### config.mk
export PLATFORM = sky130hd
export DESIGN_NAME = fetch_sequencer
export DESIGN_NICKNAME = d
export VERILOG_FILES = /design/src/rtl/fetch_sequencer.sv
export SDC_FILE = /design/constraint.sdc
export NUM_CORES = 1
export LEC_CHECK = 0
export BUFFER_PORTS_ARGS = -buffer_cell sky130_fd_sc_hd__buf_2
export CAP_MARGIN = 20
export CORE_AREA = 8 8 110 112
export CTS_BUF_LIST = sky130_fd_sc_hd__clkbuf_4 sky130_fd_sc_hd__clkbuf_8 sky130_fd_sc_hd__clkbuf_16
export DETAILED_ROUTE_END_ITERATION = 6
export DIE_AREA = 0 0 118 120
export PLACE_DENSITY = 0.73
export SLEW_MARGIN = 40
export SYNTH_ARGS = -nofsm -noshare
export SYNTH_HDL_FRONTEND = slang
export SYNTH_SLANG_ARGS = --single-unit
### constraint.sdc
create_clock -name clk -period 3.3 [get_ports clk]
set_clock_uncertainty 0.2 [all_clocks]
set_input_delay 0.165 -clock clk [delete_from_list [all_inputs] [get_ports clk]]
set_output_delay 0.165 -clock clk [all_outputs]
set_load 0.01 [all_outputs]
### src/rtl/fetch_sequencer.sv
// Instruction fetch sequencer: walks IDLE/FETCH/HOLD/HALTED, drives PC increment/load
// strobes, and keeps a small return-address stack for call/ret.
module fetch_sequencer #(
   parameter int ADDR_W    = 16,
   parameter int RAS_DEPTH = 4
) (
   input  logic              clk,
   input  logic              rst,
   input  logic [ADDR_W-1:0] pc_cur,
   output logic              pc_load,
   output logic              pc_inc,
   output logic [ADDR_W-1:0] pc_next,
   output logic              mem_req,
   output logic [ADDR_W-1:0] mem_addr,
   input  logic              mem_ack,
   input  logic [ADDR_W-1:0] mem_rdata,
   output logic              instr_valid,
   output logic [ADDR_W-1:0] instr,
   input  logic              instr_ready,
   input  logic              redirect,
   input  logic              call,
   input  logic              ret,
   input  logic [ADDR_W-1:0] target,
   input  logic              halt,
   input  logic              resume,
   output logic              busy,
   output logic              ras_err
);

   localparam int PTR_W = $clog2(RAS_DEPTH);

   typedef enum logic [1:0] {IDLE, FETCH, HOLD, HALTED} state_t;

   state_t            state;
   logic [ADDR_W-1:0] ras_mem [RAS_DEPTH];
   logic [PTR_W:0]    ras_cnt;
   logic [PTR_W-1:0]  push_idx;
   logic [PTR_W-1:0]  top_idx;
   logic              ras_empty;
   logic              ras_full;
   logic              handshake;
   logic              do_ret;
   logic              do_call;
   logic              do_redir;

   // Depth is a power of two, so the low count bits wrap cleanly to the top slot.
   assign push_idx  = ras_cnt[PTR_W-1:0];
   assign top_idx   = ras_cnt[PTR_W-1:0] - 1'b1;
   assign ras_empty = (ras_cnt == '0);
   assign ras_full  = (ras_cnt == (PTR_W+1)'(RAS_DEPTH));

   assign handshake = instr_valid & instr_ready;
   assign do_ret    = handshake & ret;
   assign do_call   = handshake & call & ~ret;
   assign do_redir  = handshake & redirect & ~ret & ~call;

   assign pc_inc   = (state == FETCH) & mem_ack;
   assign mem_addr = mem_req ? pc_cur : '0;

   always_comb begin
      // NOTE: defaults first so every path assigns every output; otherwise latches appear.
      pc_load = 1'b0;
      pc_next = '0;
      if (do_ret) begin
         if (!ras_empty) begin
            pc_load = 1'b1;
            pc_next = ras_mem[top_idx];
         end
      end else if (do_call || do_redir) begin
         pc_load = 1'b1;
         pc_next = target;
      end
   end

   always_ff @(posedge clk or posedge rst) begin
      // NOTE: state registers use non-blocking assignment so every flop samples pre-edge values.
      if (rst) begin
         state       <= IDLE;
         mem_req     <= 1'b0;
         instr_valid <= 1'b0;
         busy        <= 1'b0;
         instr       <= '0;
         ras_cnt     <= '0;
         ras_err     <= 1'b0;
      end else begin
         case (state)
            IDLE: begin
               state   <= FETCH;
               mem_req <= 1'b1;
               busy    <= 1'b1;
            end
            FETCH: begin
               if (mem_ack) begin
                  state       <= HOLD;
                  instr       <= mem_rdata;
                  mem_req     <= 1'b0;
                  instr_valid <= 1'b1;
               end
            end
            HOLD: begin
               if (instr_ready) begin
                  instr_valid <= 1'b0;
                  if (halt) begin
                     state <= HALTED;
                     busy  <= 1'b0;
                     instr <= '0;
                  end else begin
                     state   <= FETCH;
                     mem_req <= 1'b1;
                  end
               end
            end
            HALTED: begin
               if (resume) begin
                  state   <= FETCH;
                  mem_req <= 1'b1;
                  busy    <= 1'b1;
               end
            end
            default: state <= IDLE;
         endcase

         if (do_call) begin
            if (ras_full) ras_err <= 1'b1;
            else          ras_cnt <= ras_cnt + 1'b1;
         end
         if (do_ret) begin
            if (ras_empty) ras_err <= 1'b1;
            else           ras_cnt <= ras_cnt - 1'b1;
         end
      end
   end

   // NOTE: stack storage has no reset; the count alone defines which entries are live.
   always_ff @(posedge clk) begin
      if (do_call && !ras_full) ras_mem[push_idx] <= pc_cur;
   end

endmodule

# Word-level counts from Yosys, hierarchy flattened
# Memories as Yosys holds them, arrays and structs flattened.
# Cells that the tools add are included.
# W data, S select, Z words.
word_totals:
  latch_bits: 0
  regBits: 25
  in_bits: 57
  output_inout_bits: 54
  memories: 1
  romBits: 0
  ramBits: 64
  word_cells: 79
op_classes:
  n_eq_ne: 9
  n_div: 0
  reduce_logical: 12
  addsub: 3
  multipliers: 0
  n_shift: 0
  n_lt_le_gt_ge: 0
  n_mux: 37
  bitwise: 10
memory_table:
  columns: ["name", "words", "word_bits", "read_ports", "rd_ports_with_merged_regs", "wr", "line", "source"]
  rows:
  - ["ras_mem", 4, 16, 1, 0, 1, "35", "logic [ADDR_W-1:0] ras_mem [RAS_DEPTH];"]
ops:
  columns: ["op", "n"]
  rows:
  - ["$mux W16", 7]
  - ["$pmux W16 S2", 1]
  - ["$mux W1", 17]
  - ["$mux W3", 4]
  - ["$reduce_and A4 Y1", 3]
  - ["$ne A2 B2 Y1 const B", 5]
  - ["$and A1 B1 Y1", 8]
  - ["$mux W2", 4]
  - ["$pmux W2 S4", 1]
  - ["$reduce_and A3 Y1", 2]
  - ["$eq A2 B2 Y1 const B", 2]
  - ["$pmux W1 S4", 1]
  - ["$add A3 B1 Y3 const B", 1]
  - ["$eq A3 B3 Y1 const B", 1]
  - ["$logic_not A3 Y1", 1]
  - ["$pmux W1 S3", 1]
  - ["$reduce_bool A3 Y1", 1]
  - ["$sub A3 B1 Y3 const B", 1]
  - ["$eq A2 B1 Y1 const B", 1]
  - ["$logic_not A2 Y1", 1]
  - ["$not A1 Y1", 2]
  - ["$pmux W1 S2", 1]
  - ["$reduce_bool A2 Y1", 1]
  - ["$sub A2 B1 Y2 const B", 1]
  - ["other kinds (3)", 3]

# Logic depth before layout (Yosys ltp)
# Gate-level depths: netlist of run 1.
logic_depth:
  word_depth: 7
  mapped_depth: 8

# Worst setup path after synthesis of run 1
# No wires, ideal clock.
synth_timing:
  kind: "flip-flop to flip-flop"
  startpoint: "reg ras_cnt[0]"
  endpoint: "mem ras_mem[0][0], enable pin"
  path_buffers: 2
  synth_period_minus_slack_ps: 2990
  setup_slack_ps: 310
  arrival_time_ps: 2377
  setup_ps: 413
  t_required_ps: 2687
  path_stages_with_launch: 7
  cell_sequence: "dfrtp_1 -> buf_6 -> buf_12 -> inv_1 -> ha_1 -> nand3_1 -> nor3b_1"
synth_via:
  elab_chain_len: 5
synth_rtl:
  columns: ["item", "line", "source"]
  rows:
  - ["start, declared", "36", "logic [PTR_W:0] ras_cnt;"]
  - ["start signal, assigned", "125", "else ras_cnt <= ras_cnt + 1'b1;"]
  - ["start signal, assigned", "129", "else ras_cnt <= ras_cnt - 1'b1;"]
  - ["$eq A3 B3 Y1", "50", "assign ras_full = (ras_cnt == (PTR_W+1)'(RAS_DEPTH));"]
  - ["$logic_not A1 Y1", "136", "if (do_call && !ras_full) ras_mem[push_idx] <= pc_cur;"]
  - ["$logic_and A1 B1 Y1", "136", null]
  - ["$mux W1", "136", null]
  - ["$mux W1 (not written as such)", "136", null]
  - ["end, declared", "35", null]
# Parallel ways exist; a longest one is shown, timed or not.

# Final worst setup path of run 1
layout_timing:
  startpoint: "reg ras_cnt[1]"
  endpoint: "out pc_next[14]"
layout_via:
  elab_chain_len: 4
layout_rtl:
  columns: ["item", "line", "source"]
  rows:
  - ["$sub A2 B1 Y2", "48", "assign top_idx = ras_cnt[PTR_W-1:0] - 1'b1;"]
  - ["$mem_v2 Z4 W16", null, null]
  - ["$mux W16 (*)", "65", "if (!ras_empty) begin"]
  - ["$mux W16 (*)", "64", "if (do_ret) begin"]
  - ["end, declared", "12", "output logic [ADDR_W-1:0] pc_next,"]
# Mark *: on every way between the ends. The rest lies on a longest branch, timed or not.

==> results of run 1 <==
sequential cells by signal (all words and copies together) (netlist names):
| name | cells |
|---|---|
| busy | 1 |
| instr | 16 |
| instr_valid | 1 |
| mem_req | 1 |
| ras_cnt | 3 |
| ras_err | 1 |
| ras_mem | 64 |
| state | 2 |
cell type report:
class	count	area, µm²	share of cell area (%)
sequential	89	2550	48.0
tap	140	175	3.30
timing repair buffer	150	941	17.7
clock buffer	10	131	2.48
inverter	23	86.3	1.63
multi-input combinational	145	1330	25.0
clock inverter	6	97.6	1.84
cell usage in the layout (no fill, tap or decap), drive strengths merged, types with 2 or more instances in the layout:
cell type and count:
a21oi 5, a22o 17, and2 18, and3 5, buf 114, bufinv 2, clkbuf 10, dfrtp 25
dlygate4sd3 36, edfxtp 64, ha 8, inv 26, mux4 16, nand2 3, nand2b 4, nand3 4
nand4b 17, nor2 3, nor2b 5, o21ai 18, o22ai 2, o31ai 2
final timing paths:
| kind | slack [ns] | depth (start not counted) | startpoint | to |
|---|---|---|---|---|
| min in group asynchronous | 0.18 | 3 | rst | instr[0] |
| worst max-delay path | 0.52 | 5 | ras_cnt[1] | pc_next[14] |
| worst min-delay path | 0.04 | 4 | resume | busy |
| max in group asynchronous | 2.36 | 3 | rst | ras_err |
| worst min register to register | 0.28 | 1 | ras_err | ras_err |
| worst max register to register | 1.08 | 6 | state[1] | instr[10] |
worst min-delay path: cells and delay by family:
family / cells / cell delay (ns)
AOI/OAI and AO/OA: 2 / 0.22
buffers and inverters: 1 / 0.10
and+or+nand+nor: 1 / 0.08
per-layer routing:
metal	vias up	global-route usage, %	routed length [µm]
li1	1346	-	-
met1	1394	15.7	4210
met2	125	22.5	4360
met3	20	5.78	790
met4	0	4.24	141
met5	-	0	0
logic make-up (layout without fill, tap and decap cells):
kind of cell,count (synthesis),in the layout,share of synthesized area [%]
flops,89,89,62.9
xor+xnor,1,1,0.216
buf+inv,39,189,4.63
simple gates,65,65,10.8
compound gates,54,54,9.26
fa+ha+maj,8,8,2.47
mux,17,17,9.79
cells in the mapped netlist (all sizes together) (4+ instances only):
cell    count  share of area [%]
a22o       17                3.7
and3        5               0.77
a21oi       5               0.62
mux4       16                9.5
o21ai      18                2.2
buf        11                2.0
ha          8                2.5
nand4b     17                3.7
edfxtp     64                 47
dfrtp      25                 15
and2       18                2.8
nand2b      4               0.62
nand3       4               0.49
clkbuf      5               0.46
nor2b       5               0.77
inv        23                2.1
where the power goes:
group / leakage [nW] / total [mW] / switching [mW] / internal, mW
sequential: 0.880 / 1.49 / 0.127 / 1.37
combinational: 1.21 / 1.45 / 0.755 / 0.691
clock: 0.117 / 0.843 / 0.396 / 0.447
per-stage QoR:
stage	cells	cell area (µm²)	util, %
4_1_cts	563	5300	50.5
6_report	563	5310	50.5
2_1_floorplan	273	4050	-
3_5_place_dp	511	4710	44.9
5_1_grt	563	5310	50.5
3_3_place_gp	511	4710	44.8
repair_timing:
| item | in CTS | in global routing |
|---|---|---|
| endpoints found under the setup margin | 0 | 0 |
| hold endpoints to repair | 108 | 0 |
| gates resized for setup | 0 | 0 |
| hold buffers | 36 | 0 |
==> out/summary.txt, run 1 <==
Min cycle time layout - 2.78 ns
Number of iterations in the first detailed-routing pass - 4
Num ports - 111
Leakage component of the power - 2.20 nW
Initial antenna violation count - 0
Vias per inst - 5.12
Arrival time reported for the critical path endpoint - 2.41 ns
Placement Setup Slack - 0.879 ns
Sum of internal, switching and leakage power - 3.78 mW
Area growth, synth to finish - 30.9%
Highest net fanout along the worst path - 18
Post-layout nets - 483
Via count - 2885
Starting density of the core - 38.6%
Number of buffer and inverter instances along the worst setup path - 2
Iter 0 DRT Violations - 112
Number of buffers on the longest clock path - 2
Die Area - 14200 µm²
Total length of routed wires - 9500 µm
Worst slew margin relative to its limit - 46.2%
Via count of the first global-routing pass - 3085
Cell with the biggest individual delay on the critical path - sky130_fd_sc_hd__ha_1
Netlist Area Pre-Place - 4050 µm²
Worst slack on hold paths - 0.0423 ns
Final estimated routing congestion in global placement - 0.760
Worst path cell trace - inv_1, ha_1, mux4_1, a22o_1, buf_2
Peak per-stage delay on the critical path - 0.77 ns
Most common flop cell mapped by yosys - sky130_fd_sc_hd__edfxtp_1
TritonCTS Buffers - 9
Final ANT Viol Nets - 0
Type of origin of the critical path - flop
Max Transition Viols Final - 0
Highest clock rate - 360 MHz
Post-synth net total - 338
Ys async rst share - 28.1%
Final HPWL DP - 6300 µm
Clock latency reported for the late side of the worst-skew pair - 0.36 ns
Vertical extent of the die - 120 µm
Maximum level of the CTS H-tree - 3
#FFs+latches synth - 89
Maximum vdd ir drop - 0.341 mV
Setup slack of the critical path after layout - 0.522 ns
Yosys warns - 0
Wire length of the first global-routing pass - 15500 µm
Setup repair after global routing missed its margin - no
Number of violations of the max-capacitance limit - 0
Number of cell rows - 38
Number of synthesized flops with an enable pin - 64
Clock net sink count - 89
Clock tree from TritonCTS - yes
Area of the placeable core - 10500 µm²
Antenna diode count - 0
Register clock-pin slew on the reported worst setup and hold paths - 0.09 ns
Number of buffer cells added on primary ports - 110
Number of distinct library cells after synthesis - 44
Drc violations - 0
Power density of the placed cells - 713 nW/µm²
Final hold violation count - 0
Kind of end point of the critical path - output pin
Class of the most critical setup path - flop to output pin
Total grt overflow - 0
Post-route fraction of the period consumed by the critical path - 84.2%
Number of setup violations in the final report - 0
Die span in x - 118 µm
Gate count after technology mapping - 273
Cell chosen for the clock root - sky130_fd_sc_hd__clkbuf_8
Largest net degree at the start of global routing - 26
Post-CTS Setup Inserts - 0
Average cell area after synthesis - 14.8 µm²
Setup TNS - 0 ns
Total of fill cells in the finished design - 879
Sequential area share after synthesis - 62.9%
Required time at the worst-slack endpoint - 2.93 ns
Result of the run - finished clean
Path type of the worst min-delay path - primary input to flop
All-Layer GR Usage - 13.6%
Family with the most delay on the worst path - adder cells
Share of layout cells above drive strength 1 - 34.3%
DR WL/cell - 16.9 µm
Slew of the pin with the lowest slew margin - 0.807 ns
Note: power is estimated with default switching activity, not from simulation.
==> run 2: changes to the inputs <==
==> constraint.sdc (replaced) <==
create_clock -name clk -period 2.6 [get_ports clk]
set_clock_uncertainty 0.2 [all_clocks]
set_input_delay 0.13 -clock clk [delete_from_list [all_inputs] [get_ports clk]]
set_output_delay 0.13 -clock clk [all_outputs]
set_load 0.01 [all_outputs]
==> run 2 against run 1 <==
Against the previous run:
- clock-buffer cell count shrank 1
- critical endpoint unchanged
- global-route usage grew 0.79 points
- largest cell class unchanged
- first-iteration DRC count grew 32%
==> out/summary.txt, run 2 (same netlist as run 1, synthesis figures left out) <==
Endpoint with the worst hold slack - state[0]
Class of the most critical setup path - flop to output pin
Via count - 2908
Final HPWL DP - 6700 µm
Number of cell rows - 38
Post-route fraction of the period consumed by the critical path - 94.4%
Required time at the worst-slack endpoint - 2.27 ns
Starting density of the core - 38.6%
Share of layout cells above drive strength 1 - 34.6%
Total length of routed wires - 10100 µm
Result of the run - finished clean
Num ports - 111
Type of origin of the critical path - flop
Critical R2R Launch - ras_cnt[1]
Vertical extent of the die - 120 µm
Clock net sink count - 89
Path type of the worst min-delay path - primary input to flop
Number of violations of the max-capacitance limit - 0
Final ANT Viol Nets - 0
Kind of end point of the critical path - output pin
Die Area - 14200 µm²
Final hold violation count - 0
Total grt overflow - 0
Vias per inst - 5.07
Min cycle time layout - 2.45 ns
TritonCTS Buffers - 9
Total of fill cells in the finished design - 886
Number of setup violations in the final report - 0
Die span in x - 118 µm
Largest net degree at the start of global routing - 26
Initial antenna violation count - 1
Number of buffers on the longest clock path - 2
Post-layout nets - 493
All-Layer GR Usage - 14.4%
Drc violations - 0
Setup TNS - 0 ns
Via count of the first global-routing pass - 3204
Area of the placeable core - 10500 µm²
Register-to-register setup slack - 0.56 ns
Maximum vdd ir drop - 0.484 mV
Arrival time reported for the critical path endpoint - 2.12 ns
Leading cell type in the layout, fill and taps excluded - sky130_fd_sc_hd__buf_2
Leading cell types in the layout, fill and taps excluded - 110 x sky130_fd_sc_hd__buf_2, 64 x sky130_fd_sc_hd__edfxtp_1, 38 x sky130_fd_sc_hd__dlygate4sd3_1
Largest register FFs - 64
Cell chosen for the clock root - sky130_fd_sc_hd__clkbuf_8
Clock latency reported for the late side of the worst-skew pair - 0.36 ns
Clock tree from TritonCTS - yes
Post-CTS Setup Inserts - 0
DR WL/cell - 17.6 µm
Power density of the placed cells - 899 nW/µm²
Count of placed standard cells including taps - 519
Final design utilization - 51.2%
Number of stages on the worst hold path - 3
Slew of the pin with the lowest slew margin - 0.671 ns
Wire length of the first global-routing pass - 16300 µm
Worst slew margin relative to its limit - 55.3%
Number of buffer cells added on primary ports - 110
Leakage component of the power - 2.24 nW
Final estimated routing congestion in global placement - 0.792
Highest net fanout along the worst path - 10
Beginning of the critical path - ras_cnt[1]
Registers with the most flip-flops - ras_mem x64, instr x16, ras_cnt x3
Crit Reg-Reg Endpoint - ras_cnt[1]
Setup repair after global routing missed its margin - no
Register clock-pin slew on the reported worst setup and hold paths - 0.10 ns
Maximum level of the CTS H-tree - 3
Cells on worst reg2reg path - 5
Iter 0 DRT Violations - 148
Top register by number of flip-flops - ras_mem
Hold path start - mem_ack
Area growth, synth to finish - 32.8%
Number of non-filler instances in the completed layout - 574
Number of iterations in the first detailed-routing pass - 4
Max Transition Viols Final - 0
Highest clock rate - 408 MHz
-- run 2: changes by cell type in the layout (fill, tap and decap cells not counted), sizes merged --
| cell | before | now |
|---|---|---|
| buf | 114 | 122 |
| clkinv | 1 | 4 |
| bufinv | 2 | 0 |
| dlygate4sd3 | 36 | 38 |
| clkbuf | 10 | 9 |
| diode | 0 | 1 |
-- run 2: cell type report --
cell class | count | area [µm²] | area share [%]
diodes | 1 | 2.50 | 0.0465
clock buffers | 9 | 124 | 2.30
clock inverters | 7 | 73.8 | 1.37
inverters | 23 | 86.3 | 1.60
multi-input cells | 145 | 1340 | 24.9
flip-flops and latches | 89 | 2550 | 47.3
well taps | 140 | 175 | 3.25
repair buffers | 160 | 1030 | 19.2
-- run 2: layer usage --
metal,vias to the layer above,GRT usage [%],routed length [µm]
li1,1371,-,-
met1,1394,16.8,4290
met2,128,23.9,4760
met3,15,5.12,851
met4,0,5.52,191
met5,-,0,0
-- run 2: worst max-delay path by stage --
stage | end | slack [ns] | depth (start not counted)
floorplan | ras_mem[0][0] | 0.16 | 6
global placement | pc_next[14] | 0.38 | 6
detailed placement | pc_next[14] | 0.32 | 6
CTS | pc_next[14] | 0.003 | 6
global route | pc_next[14] | 0.03 | 6
finish | pc_next[14] | 0.15 | 6
-- run 2: power breakdown --
| group | internal [mW] | total, mW | switching (mW) | leakage, nW |
|---|---|---|---|---|
| clock network | 0.377 | 0.925 | 0.548 | 0.101 |
| logic | 0.987 | 2.01 | 1.02 | 1.26 |
| registers | 1.73 | 1.90 | 0.168 | 0.880 |
-- run 2: worst max-delay path, cell delays in order, from the launching register on --
cell	delay, ns
sky130_fd_sc_hd__dfrtp_1	0.41
sky130_fd_sc_hd__inv_1	0.14
sky130_fd_sc_hd__ha_4	0.39
sky130_fd_sc_hd__buf_12	0.15
sky130_fd_sc_hd__mux4_1	0.29
sky130_fd_sc_hd__a22o_1	0.25
sky130_fd_sc_hd__buf_2	0.14
-- run 2: what timing repair did --
action,CTS,global route
endpoints found under the hold margin,109,0
endpoints found under the setup margin,16,16
hold buffers,38,0
resized for setup,1,2
-- run 2: per-stage QoR --
stage          setup WS (ns)  power [mW]  hold slack, ns  area [µm²]
5_1_grt               0.0344        5.15          0.0792        5380
3_5_place_dp           0.317        3.87          0.0102        4780
3_3_place_gp           0.378        3.79         0.00902        4780
2_1_floorplan          0.159        3.17         -0.0427        4060
4_1_cts              0.00326        4.86          0.0341        5370
6_report               0.146        4.84          0.0601        5380
==> run 3: changes to the inputs <==
--- a/config.mk
+++ b/config.mk
@@ -12,6 +12,7 @@
 export DETAILED_ROUTE_END_ITERATION = 6
 export DIE_AREA = 0 0 118 120
 export PLACE_DENSITY = 0.73
+export REMOVE_ABC_BUFFERS = 1
 export SLEW_MARGIN = 40
 export SYNTH_ARGS = -nofsm -noshare
 export SYNTH_HDL_FRONTEND = slang
==> run 3 against run 2 <==
Against the previous run:
- flip-flop and latch count unchanged
- cell count fell by 0.52%
- sequential power about the same
- global-route usage shrank 0.25 points
- non-clock buffer count is 2 lower
- utilization decreased by 0.56 points
- via count grew 0.83%
- clock-buffer cell count is 1 higher
- setup slack worse by 0.0072 ns
- routed wire length shrank 1.7%
==> out/summary.txt, run 3 (same netlist as run 1, synthesis figures left out) <==
Final ANT Viol Nets - 0
Registers with the most flip-flops - ras_mem x64, instr x16, ras_cnt x3
Met2 WL - 4900 µm
Number of iterations in the first detailed-routing pass - 4
Cell chosen for the clock root - sky130_fd_sc_hd__clkbuf_8
Clock latency reported for the late side of the worst-skew pair - 0.36 ns
Setup slack of the critical path after layout - 0.139 ns
Final design utilization - 50.7%
Type of origin of the critical path - flop
Clock tree from TritonCTS - yes
Wire length of the first global-routing pass - 15900 µm
DR WL/cell - 17.4 µm
Total grt overflow - 0
Via count - 2932
Register clock-pin slew on the reported worst setup and hold paths - 0.09 ns
Final hold violation count - 0
Clock net sink count - 89
Final HPWL DP - 6400 µm
Worst slew margin relative to its limit - 59.0%
Leading cell type in the layout, fill and taps excluded - sky130_fd_sc_hd__buf_2
Slew of the pin with the lowest slew margin - 0.615 ns
Area of the placeable core - 10500 µm²
Max Transition Viols Final - 0
Highest net fanout along the worst path - 17
Total length of routed wires - 9910 µm
Share of layout cells above drive strength 1 - 34.3%
Post-layout nets - 491
Power density of the placed cells - 879 nW/µm²
Largest net degree at the start of global routing - 26
Initial antenna violation count - 0
Number of violations of the max-capacitance limit - 0
Via count of the first global-routing pass - 3135
Class of the most critical setup path - flop to output pin
Total of fill cells in the finished design - 848
Vertical extent of the die - 120 µm
Highest clock rate - 406 MHz
Leakage component of the power - 2.21 nW
Sum of internal, switching and leakage power - 4.68 mW
Placed cell area - 4760 µm²
Final estimated routing congestion in global placement - 0.724
Largest register FFs - 64
Maximum vdd ir drop - 0.422 mV
Setup TNS - 0 ns
Leading cell types in the layout, fill and taps excluded - 110 x sky130_fd_sc_hd__buf_2, 64 x sky130_fd_sc_hd__edfxtp_1, 38 x sky130_fd_sc_hd__dlygate4sd3_1
Maximum level of the CTS H-tree - 3
Path type of the worst min-delay path - primary input to flop
Top register by number of flip-flops - ras_mem
Setup repair after global routing missed its margin - no
Kind of end point of the critical path - output pin
Number of cell rows - 38
Uppermost layer routed - met4
Number of buffers on the longest clock path - 2
Area growth, synth to finish - 31.4%
Required time at the worst-slack endpoint - 2.27 ns
Post-Route M1 WL - 3990 µm
Number of setup violations in the final report - 0
Result of the run - finished clean
Die span in x - 118 µm
Drc violations - 0
Vias per inst - 5.13
Number of buffer cells added on primary ports - 110
Die Area - 14200 µm²
Num ports - 111
Antenna diode count - 0
TritonCTS Buffers - 9
Arrival time reported for the critical path endpoint - 2.13 ns
Placement Setup Slack - 0.341 ns
Min cycle time layout - 2.46 ns
Post-route fraction of the period consumed by the critical path - 94.6%
Starting density of the core - 38.6%
All-Layer GR Usage - 14.1%
Iter 0 DRT Violations - 167
Met3 wire length - 840 µm
Post-route standard cell area excluding fillers - 5320 µm²
-- run 3: cell types whose count changed in the layout (fill, tap and decap cells not counted), sizes merged --
cell,change
buf,-2
clkbuf,+1
clkinv,-2
clkinvlp,+2
diode,-1
inv,-1
-- run 3: critical path, stage by stage (launching register included) --
cell	delay, ns
sky130_fd_sc_hd__dfrtp_1	0.42
sky130_fd_sc_hd__inv_1	0.14
sky130_fd_sc_hd__ha_1	0.24
sky130_fd_sc_hd__nor2b_1	0.41
sky130_fd_sc_hd__nor2_4	0.18
sky130_fd_sc_hd__a22o_1	0.25
sky130_fd_sc_hd__buf_2	0.14
-- run 3: power breakdown --
part | leakage (nW) | switching (mW) | total [mW] | internal, mW
Clock | 0.0869 | 0.506 | 0.874 | 0.368
Combinational | 1.25 | 0.984 | 1.89 | 0.908
Sequential | 0.880 | 0.177 | 1.91 | 1.73
-- run 3: metal layers --
layer / global-route usage [%] / vias to the layer above
met5: 0 / -
met4: 6.00 / 0
li1: - / 1358
met3: 5.59 / 16
met1: 15.5 / 1430
met2: 23.9 / 128
-- run 3: path summary, 6_finish.rpt --
check	from	to	slack [ns]	depth (start not counted)
setup reg to reg	ras_cnt[1]	ras_cnt[1]	0.53	5
hold reg to reg	instr[11]	instr[11]	0.34	2
max in group asynchronous	rst	ras_cnt[1]	1.68	3
min in group asynchronous	rst	instr[14]	0.16	3
hold / removal	mem_ack	instr[15]	0.05	3
setup / recovery	ras_cnt[1]	pc_next[5]	0.14	6
-- run 3: cell type report --
class | instances | area, µm² | area share (%)
Timing Repair Buffer | 158 | 1010 | 18.9
Inverter | 23 | 86.3 | 1.62
Sequential cell | 89 | 2550 | 47.8
Tap cell | 140 | 175 | 3.29
Clock inverter | 6 | 50.0 | 0.940
Clock buffer | 10 | 131 | 2.47
Multi-Input combinational cell | 145 | 1330 | 24.9
-- run 3: stage by stage --
step           std cells  hold slack [ns]
6_report             571           0.0503
5_1_grt              571           0.0645
4_1_cts              571           0.0141
3_5_place_dp         517           0.0158
3_3_place_gp         517            0.153
2_1_floorplan        257          -0.0427
-- run 3: repair_timing --
item                                   4_1_cts  5_1_grt
setup buffers                                0        0
resized for setup                            1        0
setup endpoints to repair                   16        0
hold buffers                                38        0
endpoints found under the hold margin      109        0
